**config.mk**
```make
export PLATFORM = sky130hd
export DESIGN_NAME = ip2_scan_seq_flat
export DESIGN_NICKNAME = d
export VERILOG_FILES = /design/src/rtl/ip2_scan_seq_if.sv /design/src/rtl/ip2_scan_seq.sv /design/src/flat_wrapper.sv
export SDC_FILE = /design/constraint.sdc
export NUM_CORES = 1
export LEC_CHECK = 0
export ABC_CLOCK_PERIOD_IN_PS = 2300
export CAP_MARGIN = 20
export CELL_PAD_IN_SITES_DETAIL_PLACEMENT = 0
export CELL_PAD_IN_SITES_GLOBAL_PLACEMENT = 2
export CORE_UTILIZATION = 35
export DETAILED_ROUTE_END_ITERATION = 6
export DONT_BUFFER_PORTS = 1
export PLACE_DENSITY_LB_ADDON = 0.1
export SYNTH_ARGS = -nofsm -noshare
export SYNTH_HDL_FRONTEND = slang
export SYNTH_SLANG_ARGS = --single-unit
```
**constraint.sdc**
```tcl
create_clock -name clk -period 2.3 [get_ports clk]
set_input_delay 0.345 -clock clk [delete_from_list [all_inputs] [get_ports clk]]
set_output_delay 0.345 -clock clk [all_outputs]
set_load 0.1 [all_outputs]
```
**src/rtl/ip2_scan_seq_if.sv**
```systemverilog
// Signal bundle between the scan sequencer and its controller: control inputs,
// pattern-register handshake and ASIC scan pins.
interface ip2_scan_seq_if #(
  parameter int DLY_W = 6,
  parameter int CNT_W = 11
);
  logic             enable;
  logic [DLY_W-1:0] clk_counter;
  logic [DLY_W-1:0] test_delay;
  logic             test_mask_reset_not;
  logic             test_start_re;
  logic             test_mode;
  logic             scan_data_bit0;
  logic             scan_out_i;
  logic             o_reg_load;
  logic             o_reg_shift;
  logic             o_capture;
  logic             o_capture_bit;
  logic             o_reset_not;
  logic             o_scan_in;
  logic             o_scan_load;
  logic             o_status_done;
  logic [CNT_W-1:0] o_shift_cnt;
  logic [2:0]       o_state;

  modport master (
    output enable, clk_counter, test_delay, test_mask_reset_not, test_start_re,
           test_mode, scan_data_bit0, scan_out_i,
    input  o_reg_load, o_reg_shift, o_capture, o_capture_bit, o_reset_not,
           o_scan_in, o_scan_load, o_status_done, o_shift_cnt, o_state
  );

  modport slave (
    input  enable, clk_counter, test_delay, test_mask_reset_not, test_start_re,
           test_mode, scan_data_bit0, scan_out_i,
    output o_reg_load, o_reg_shift, o_capture, o_capture_bit, o_reset_not,
           o_scan_in, o_scan_load, o_status_done, o_shift_cnt, o_state
  );
endinterface

```
**src/rtl/ip2_scan_seq.sv**
```systemverilog
// Scan-chain sequencer: pulses reset_not, shifts a pattern into the ASIC chain,
// optionally load-compares and shifts the chain back out for readback.
module ip2_scan_seq #(
  parameter int CHAIN_LEN = 1536,
  parameter int DLY_W     = 6,
  parameter int CNT_W     = 11
) (
  input logic            clk,
  input logic            reset,
  ip2_scan_seq_if.slave  bus
);

  typedef enum logic [2:0] {
    ST_IDLE      = 3'd0,
    ST_DELAY     = 3'd1,
    ST_RESET_NOT = 3'd2,
    ST_SHIFT0    = 3'd3,
    ST_SHIFT_IN  = 3'd4,
    ST_LOAD_COMP = 3'd5,
    ST_SHIFT_OUT = 3'd6,
    ST_DONE      = 3'd7
  } state_t;

  state_t           state_reg, state_next;
  logic             reset_not_reg, reset_not_next;
  logic             scan_load_reg, scan_load_next;
  logic             scan_in_reg, scan_in_next;
  logic             reg_load_reg, reg_load_next;
  logic             reg_shift_reg, reg_shift_next;
  logic             capture_reg, capture_next;
  logic             capture_bit_reg, capture_bit_next;
  logic             done_reg, done_next;
  logic             mode_reg, mode_next;
  logic [CNT_W-1:0] cnt_reg, cnt_next;

  logic [DLY_W-1:0] strobe_phase;
  logic             tick;
  logic             strobe;
  logic             cnt_full;

  // Strobe sits two phases before tick so the pattern register settles in time.
  assign strobe_phase = bus.test_delay - DLY_W'(2);
  assign tick         = (bus.clk_counter == bus.test_delay);
  assign strobe       = (bus.clk_counter == strobe_phase);
  assign cnt_full     = (cnt_reg >= CNT_W'(CHAIN_LEN));

  always_comb begin
    state_next       = state_reg;
    reset_not_next   = reset_not_reg;
    scan_load_next   = scan_load_reg;
    scan_in_next     = 1'b0;
    reg_shift_next   = 1'b0;
    capture_next     = 1'b0;
    capture_bit_next = capture_bit_reg;
    done_next        = done_reg;
    mode_next        = mode_reg;
    cnt_next         = cnt_reg;

    case (state_reg)
      ST_IDLE: begin
        reset_not_next = 1'b1;
        scan_load_next = 1'b1;
        if (bus.test_start_re) begin
          state_next = ST_DELAY;
          cnt_next   = '0;
          done_next  = 1'b0;
          mode_next  = bus.test_mode;
        end
      end
      ST_DELAY: begin
        if (tick) begin
          state_next     = ST_RESET_NOT;
          reset_not_next = bus.test_mask_reset_not;
        end
      end
      ST_RESET_NOT: begin
        if (tick) begin
          state_next     = ST_SHIFT0;
          reset_not_next = 1'b1;
          scan_load_next = 1'b0;
          scan_in_next   = bus.scan_data_bit0;
        end
      end
      ST_SHIFT0, ST_SHIFT_IN: begin
        scan_load_next = 1'b0;
        scan_in_next   = bus.scan_data_bit0;
        if (strobe && !cnt_full) begin
          reg_shift_next = 1'b1;
          cnt_next       = cnt_reg + CNT_W'(1);
        end
        if (tick) begin
          if (state_reg == ST_SHIFT0) begin
            state_next = ST_SHIFT_IN;
          end else if (cnt_full) begin
            scan_load_next = 1'b1;
            scan_in_next   = 1'b0;
            if (mode_reg) begin
              state_next = ST_LOAD_COMP;
              cnt_next   = '0;
            end else begin
              state_next = ST_DONE;
              done_next  = 1'b1;
            end
          end
        end
      end
      ST_LOAD_COMP: begin
        scan_load_next = 1'b1;
        if (tick) begin
          state_next     = ST_SHIFT_OUT;
          scan_load_next = 1'b0;
        end
      end
      ST_SHIFT_OUT: begin
        scan_load_next = 1'b0;
        if (strobe && !cnt_full) begin
          capture_next     = 1'b1;
          capture_bit_next = bus.scan_out_i;
          cnt_next         = cnt_reg + CNT_W'(1);
        end
        if (tick && cnt_full) begin
          state_next     = ST_DONE;
          scan_load_next = 1'b1;
          done_next      = 1'b1;
        end
      end
      ST_DONE: begin
        state_next     = ST_IDLE;
        reset_not_next = 1'b1;
        scan_load_next = 1'b1;
      end
      default: state_next = ST_IDLE;
    endcase

    reg_load_next = (state_next == ST_DELAY);
  end

  always_ff @(posedge clk) begin
    if (reset || !bus.enable) begin
      state_reg       <= ST_IDLE;
      reset_not_reg   <= 1'b1;
      scan_load_reg   <= 1'b1;
      scan_in_reg     <= 1'b0;
      reg_load_reg    <= 1'b0;
      reg_shift_reg   <= 1'b0;
      capture_reg     <= 1'b0;
      capture_bit_reg <= 1'b0;
      done_reg        <= 1'b0;
      mode_reg        <= 1'b0;
      cnt_reg         <= '0;
    end else begin
      state_reg       <= state_next;
      reset_not_reg   <= reset_not_next;
      scan_load_reg   <= scan_load_next;
      scan_in_reg     <= scan_in_next;
      reg_load_reg    <= reg_load_next;
      reg_shift_reg   <= reg_shift_next;
      capture_reg     <= capture_next;
      capture_bit_reg <= capture_bit_next;
      done_reg        <= done_next;
      mode_reg        <= mode_next;
      cnt_reg         <= cnt_next;
    end
  end

  assign bus.o_reg_load    = reg_load_reg;
  assign bus.o_reg_shift   = reg_shift_reg;
  assign bus.o_capture     = capture_reg;
  assign bus.o_capture_bit = capture_bit_reg;
  assign bus.o_reset_not   = reset_not_reg;
  assign bus.o_scan_in     = scan_in_reg;
  assign bus.o_scan_load   = scan_load_reg;
  assign bus.o_status_done = done_reg;
  assign bus.o_shift_cnt   = cnt_reg;
  assign bus.o_state       = state_reg;

endmodule

```
**src/flat_wrapper.sv**
```systemverilog
// flat-port wrapper written by rule: the top's interface ports become plain ports
module ip2_scan_seq_flat 
#(
  parameter int CHAIN_LEN = 1536,
  parameter int DLY_W     = 6,
  parameter int CNT_W     = 11
)
  (clk, reset, bus_enable, bus_clk_counter, bus_test_delay, bus_test_mask_reset_not, bus_test_start_re, bus_test_mode, bus_scan_data_bit0, bus_scan_out_i, bus_o_reg_load, bus_o_reg_shift, bus_o_capture, bus_o_capture_bit, bus_o_reset_not, bus_o_scan_in, bus_o_scan_load, bus_o_status_done, bus_o_shift_cnt, bus_o_state);
  ip2_scan_seq_if #(.DLY_W(DLY_W), .CNT_W(CNT_W)) bus_i ();
  input logic clk;
  input logic reset;
  input wire logic [$bits(bus_i.enable)-1:0] bus_enable;
  input wire logic [$bits(bus_i.clk_counter)-1:0] bus_clk_counter;
  input wire logic [$bits(bus_i.test_delay)-1:0] bus_test_delay;
  input wire logic [$bits(bus_i.test_mask_reset_not)-1:0] bus_test_mask_reset_not;
  input wire logic [$bits(bus_i.test_start_re)-1:0] bus_test_start_re;
  input wire logic [$bits(bus_i.test_mode)-1:0] bus_test_mode;
  input wire logic [$bits(bus_i.scan_data_bit0)-1:0] bus_scan_data_bit0;
  input wire logic [$bits(bus_i.scan_out_i)-1:0] bus_scan_out_i;
  output wire logic [$bits(bus_i.o_reg_load)-1:0] bus_o_reg_load;
  output wire logic [$bits(bus_i.o_reg_shift)-1:0] bus_o_reg_shift;
  output wire logic [$bits(bus_i.o_capture)-1:0] bus_o_capture;
  output wire logic [$bits(bus_i.o_capture_bit)-1:0] bus_o_capture_bit;
  output wire logic [$bits(bus_i.o_reset_not)-1:0] bus_o_reset_not;
  output wire logic [$bits(bus_i.o_scan_in)-1:0] bus_o_scan_in;
  output wire logic [$bits(bus_i.o_scan_load)-1:0] bus_o_scan_load;
  output wire logic [$bits(bus_i.o_status_done)-1:0] bus_o_status_done;
  output wire logic [$bits(bus_i.o_shift_cnt)-1:0] bus_o_shift_cnt;
  output wire logic [$bits(bus_i.o_state)-1:0] bus_o_state;
  assign bus_i.enable = bus_enable;
  assign bus_i.clk_counter = bus_clk_counter;
  assign bus_i.test_delay = bus_test_delay;
  assign bus_i.test_mask_reset_not = bus_test_mask_reset_not;
  assign bus_i.test_start_re = bus_test_start_re;
  assign bus_i.test_mode = bus_test_mode;
  assign bus_i.scan_data_bit0 = bus_scan_data_bit0;
  assign bus_i.scan_out_i = bus_scan_out_i;
  assign bus_o_reg_load = bus_i.o_reg_load;
  assign bus_o_reg_shift = bus_i.o_reg_shift;
  assign bus_o_capture = bus_i.o_capture;
  assign bus_o_capture_bit = bus_i.o_capture_bit;
  assign bus_o_reset_not = bus_i.o_reset_not;
  assign bus_o_scan_in = bus_i.o_scan_in;
  assign bus_o_scan_load = bus_i.o_scan_load;
  assign bus_o_status_done = bus_i.o_status_done;
  assign bus_o_shift_cnt = bus_i.o_shift_cnt;
  assign bus_o_state = bus_i.o_state;
  ip2_scan_seq #(.CHAIN_LEN(CHAIN_LEN), .DLY_W(DLY_W), .CNT_W(CNT_W)) u_core (.clk(clk), .reset(reset), .bus(bus_i));
endmodule
```
After elaboration in Yosys (flattened, before gate mapping)
Index checks and enable logic that the tools add are counted.
- register bits after elaboration: 23
- bits in latches: 0
- memory bits (writable): 0
- bits in read-only memories: 0
- input bits: 20
- output and inout port bits: 22
- word-level logic and storage cells: 93
- memories: 0
- add/subtract/negate cells: 2
- multipliers: 0
- divide/modulo/power cells: 0
- $lt $le $gt $ge: 1
- equal/unequal tests: 18
- shifts and indexed selects: 0
- muxes and demuxes: 40
- bitwise operators: 2
- reduce and logical (&&, ||, !) cells: 19
- operators by type and width (kind ; number):
    $mux 11 ; 6
    $pmux 11 s3 ; 1
    $mux 3 ; 8
    $pmux 3 s7 ; 1
    $mux 1 ; 19
    $eq 3x3->1 const B ; 4
    $eq 6x6->1 ; 2
    $add 11x1->11 const B ; 1
    $ge 11x11->1 const B ; 1
    $ne 2x1->1 const B ; 5
    $reduce_and 2->1 ; 4
    $reduce_or 2->1 ; 4
    $reduce_and 7->1 ; 1
    $eq 3x1->1 const B ; 2
    $eq 3x2->1 const B ; 2
    $ne 2x2->1 const B ; 3
    $pmux 1 s3 ; 2
    $reduce_bool 3->1 ; 2
    $sub 6x2->6 const B ; 1
    $pmux 1 s5 ; 1
    $reduce_bool 5->1 ; 1
    $logic_not 3->1 ; 1
    $reduce_and 3->1 ; 1
    $logic_and 1x1->1 ; 2
    5 further kinds ; 7

Depth between registers and ports, before layout
- depth after elaboration: 9
- gate-level depth with buffers: 9
- depth with buffers taken out: 7

Least setup slack after synthesis
OpenSTA, ideal clock, no wires.
- path kind: register to register
- start: reg u_core.state_reg[2] (netlist: u_core.bus.o_state[2])
- end: reg u_core.cnt_reg[9] (netlist: u_core.bus.o_shift_cnt[9])
- library setup time: 0.073 ns
- arrival time: 2.373 ns
- required time: 2.227 ns
- slack: -0.146 ns
- cell stages (with the launch flop): 8
- buffers on the path: 3
- clock period less this slack: 2.446 ns
- cells stage by stage: dfxtp_1 clkbuf_1 o21ai_0 and2_1 clkbuf_1 clkbuf_1 nor4_1 mux2i_1
- cells in the longest elaborated chain, start to end: 4
- elaborated cells on any way between the ends: 11
- those cells by class: eq/ne: 4; mux: 3; reduce/logical: 4
- RTL lines (what ; line ; RTL):
    from (decl) ; ip2_scan_seq.sv:24 ; state_t state_reg, state_next;
    from (signal assigned) ; ip2_scan_seq.sv:152 ; state_reg <= state_next;
    $eq 3x2->1 / $eq 3x3->1 (equally long branches) ; ip2_scan_seq.sv:59, ip2_scan_seq.sv:92 ;
    $mux 11 / $reduce_or 2->1 (equally long branches) ; ip2_scan_seq.sv:92, ip2_scan_seq.sv:59 ;
    $mux 11 / $reduce_bool 3->1 (equally long branches) ; - ;
    $pmux 11 s3 / $reduce_and 2->1 (equally long branches) ; - ;
    to (signal assigned) ; ip2_scan_seq.sv:162 ; cnt_reg <= cnt_next;
    to (decl) ; ip2_scan_seq.sv:34 ; logic [CNT_W-1:0] cnt_reg, cnt_next;
Several ways; a longest one is shown, not always the timed one.
A chain may end at the register's enable or synchronous reset.

Worst setup path after layout
- start: reg u_core.cnt_reg[9] (netlist: u_core.bus.o_shift_cnt[9])
- end: reg u_core.cnt_reg[10] (netlist: u_core.bus.o_shift_cnt[10])
- cells in the longest elaborated chain, start to end: 9
- elaborated cells on any way between the ends: 10
- those cells by class: add/sub: 1; order compare: 1; mux: 6; reduce/logical: 2
- RTL lines (what ; line ; RTL):
    $ge 11x11->1 ; ip2_scan_seq.sv:45 ; assign cnt_full = (cnt_reg >= CNT_W'(CHAIN_LEN));
    $logic_not 1->1 ; ip2_scan_seq.sv:87, ip2_scan_seq.sv:116 ;
    $logic_and 1x1->1 ; ip2_scan_seq.sv:87, ip2_scan_seq.sv:116 ;
    $mux 11 ; ip2_scan_seq.sv:116 ; if (strobe && !cnt_full) begin
    $mux 11 ; ip2_scan_seq.sv:97 ; if (mode_reg) begin
    $mux 11 ; ip2_scan_seq.sv:94 ; end else if (cnt_full) begin
    $mux 11 ; ip2_scan_seq.sv:92 ; if (state_reg == ST_SHIFT0) begin
    $mux 11 ; ip2_scan_seq.sv:91 ; if (tick) begin
    $pmux 11 s3 (*) ; ip2_scan_seq.sv:59 ; case (state_reg)
Every way passes the cells marked *; elsewhere a longest branch is shown, timed or not.

==> out/metrics.yaml <==
outcome: "finished clean"
busiest_layer: "met2"
worstSkewPairLatency_ns: 0.26
synth_seq_cells: 23
cts-root-buf: "clkbuf_8"
fin_crit_ns: 2.034
synth_nets: 205
use_met3_pct: 3.103
initial_core_util_pct: 37.94
skew_ns: 0.002488
die_x_um: 66.18
largest_reg_flops: 11
grt_usage_pct: 18.79
critPathKind: "register to register"
ctsHoldBuffers: 0
startpoint_type: "register"
ant_nets: 0
crit_fanout: 20
viasPerCell: 5.695
numCtsBuffers: 3
syn-mean-instance-area_um2: 7.920
holdWs_ns: 0.1887
clockBufferDepth: 2
cts.sinks: 23
ys_seq_area_share_pct: 31.94
ys_types: 46
clk_pin_slew_ns: 0.09
yosys_warnings: 0
drv_cap: 0
total_power_uw: 759.3
hold_violations: 0
preCtsSetupSlack_ns: 0.02492
dpl.hpwl_um: 2907
drive_gt1_share_pct: 18.41
async_flop_share_pct: 0
max_freq_mhz: 491.7
first_iter_violations: 83
io_buffers: 0
ctsResizeCount: 0
num_vias: 1418
hold_depth: 2
wl_per_cell_um: 15.04
r2r_cells: 5
first_pass_iters: 4
fin_crit_sh_pct: 88.43
leakage_uw: 0.0005734
drt_wl_total_um: 3745
htreeDepth: 1
met1_usage_pct: 24.90
setup_ws_ns: 0.2661
area_delta_synth_final_pct: 17.10
vdd_drop_max_mv: 0.1872
synth_edf_count: 0
grt_pass1_vias: 1348
worstSetupEndpointType: "register"
antenna_found_initial: 0
grt.overflow.total: 0
design_area_um2: 1688
dieHeight_um: 66.18
row_count: 22
timing.setup.tns_ns: 0
crit_arrival_ns: 2.23
placed_area_um2: 1642
slew_violations: 0
cts_tree: "built"
grt_util_met2_pct: 31.38
die_area_um2: 4379
nets: 225
synth_cells: 182
synth_top_flop_cell: "dfxtp_1"
gp_congestion: 0.8332
rsz0062_at_grt: "false"
cp_data_required_time_ns: 2.49
grt_pass1_wl_um: 6285
post-cts-setup-buffers: 0
antennaDiodeCount: 0
syn_area_um2: 1441
drcViolationCount: 0
grt_max_degree: 21
setup_viol: 0
coreArea_um2: 3799
tightest_slew_ns: 0.7258
powerDensity_nw_per_um2: 449.9
top_level_ports: 42
hp-class: "input port to register"
slew_headroom_pct: 51.47
where the power goes:
part / switching, uW / internal, uW
clock network: 136 / 121
registers: 2.67 / 400
logic: 65.1 / 34.6
total: 203 / 556
layout by cell type (no fill, tap or decap), types with 2 or more instances in the layout:
cell / instances
o21ai_0: 5
dfxtp_1: 20
xnor2_1: 7
clkbuf_8: 3
nand2_1: 21
a21oi_1: 18
nand3_1: 11
or3_1: 3
or4_1: 4
o41ai_1: 2
inv_1: 10
nor4_1: 3
o211ai_1: 2
nor3_1: 7
and2_1: 3
buf_4: 24
nor2_1: 9
ha_1: 3
nand4_1: 3
mux2i_1: 3
dfxtp_2: 3
o31ai_1: 7
o2111ai_1: 2
o31a_1: 2
xor2_1: 2
or4b_1: 2
nor2b_1: 3
through the flow:
stage | instances | util, %
final | 249 | 44.43
after global routing | 249 | 44.43
after floorplan | 182 | -
after global placement | 245 | 43.21
after detailed placement | 245 | 43.21
after CTS | 249 | 44.43
layer usage:
metal	vias to the layer above	part of all wire [%]
met3	2	5.0
met1	664	50
li1	717	-
met2	35	45
met4	0	0.59
met5	-	0
cell usage after synthesis, types with 2 or more instances:
master | n | share of area (%)
or4_1 | 4 | 2.1
o2111ai_1 | 2 | 1.2
buf_2 | 2 | 0.69
and2_1 | 3 | 1.3
xor2_1 | 2 | 1.2
or3_1 | 3 | 1.3
o41ai_1 | 2 | 1.2
nor2_1 | 9 | 2.3
nor4_1 | 3 | 1.3
inv_1 | 10 | 2.6
nand4_1 | 3 | 1.3
dfxtp_1 | 23 | 32
nor3_1 | 7 | 2.4
nor2b_1 | 3 | 1.3
or4b_1 | 2 | 1.4
nand2_1 | 21 | 5.5
clkbuf_1 | 5 | 1.3
xnor2_1 | 7 | 4.3
nand3_1 | 11 | 3.8
o31ai_1 | 7 | 3.6
mux2i_1 | 3 | 2.1
o31a_1 | 2 | 1.2
o211ai_1 | 2 | 1.0
ha_1 | 3 | 2.6
a21oi_1 | 18 | 6.3
o21ai_0 | 5 | 1.7
cell families (layout without fill, tap and decap cells):
family	count (synthesis)	count (layout)	share of synthesized area, %
XOR/XNOR	9	9	5.469
buffers and inverters	19	38	5.642
AND/OR/NAND/NOR	76	76	28.39
adder cells (fa/ha/maj)	3	3	2.604
flip-flops	23	23	31.94
AO/OA/AOI/OAI	49	49	23.87
multiplexers	3	3	2.083
layout make-up:
type                       instances  area (um2)
fill                             406        2111
multi-input combinational        140       899.6
sequential                        23       464.2
timing repair buffer              24       180.2
tap                               48       60.06
clock buffer                       3       41.29
inverter                          10       37.54
clock inverter                     1       5.005
path summary, 6_finish.rpt:
kind                              from  slack (ns)                         end
max          u_core.bus.o_shift_cnt[9]        0.27  u_core.bus.o_shift_cnt[10]
min reg2reg   u_core.bus.o_status_done        0.48    u_core.bus.o_status_done
min                 bus_scan_data_bit0        0.19        u_core.bus.o_scan_in
max reg2reg  u_core.bus.o_shift_cnt[9]        0.27  u_core.bus.o_shift_cnt[10]
worst max-delay path, stage by stage (launching register included):
cell,delay [ns]
dfxtp_1,0.32
and2_1,0.24
nor4b_2,0.31
o211ai_2,0.35
or4_1,0.60
a21oi_1,0.14
No activity file was read; power rests on OpenSTA's default activity.
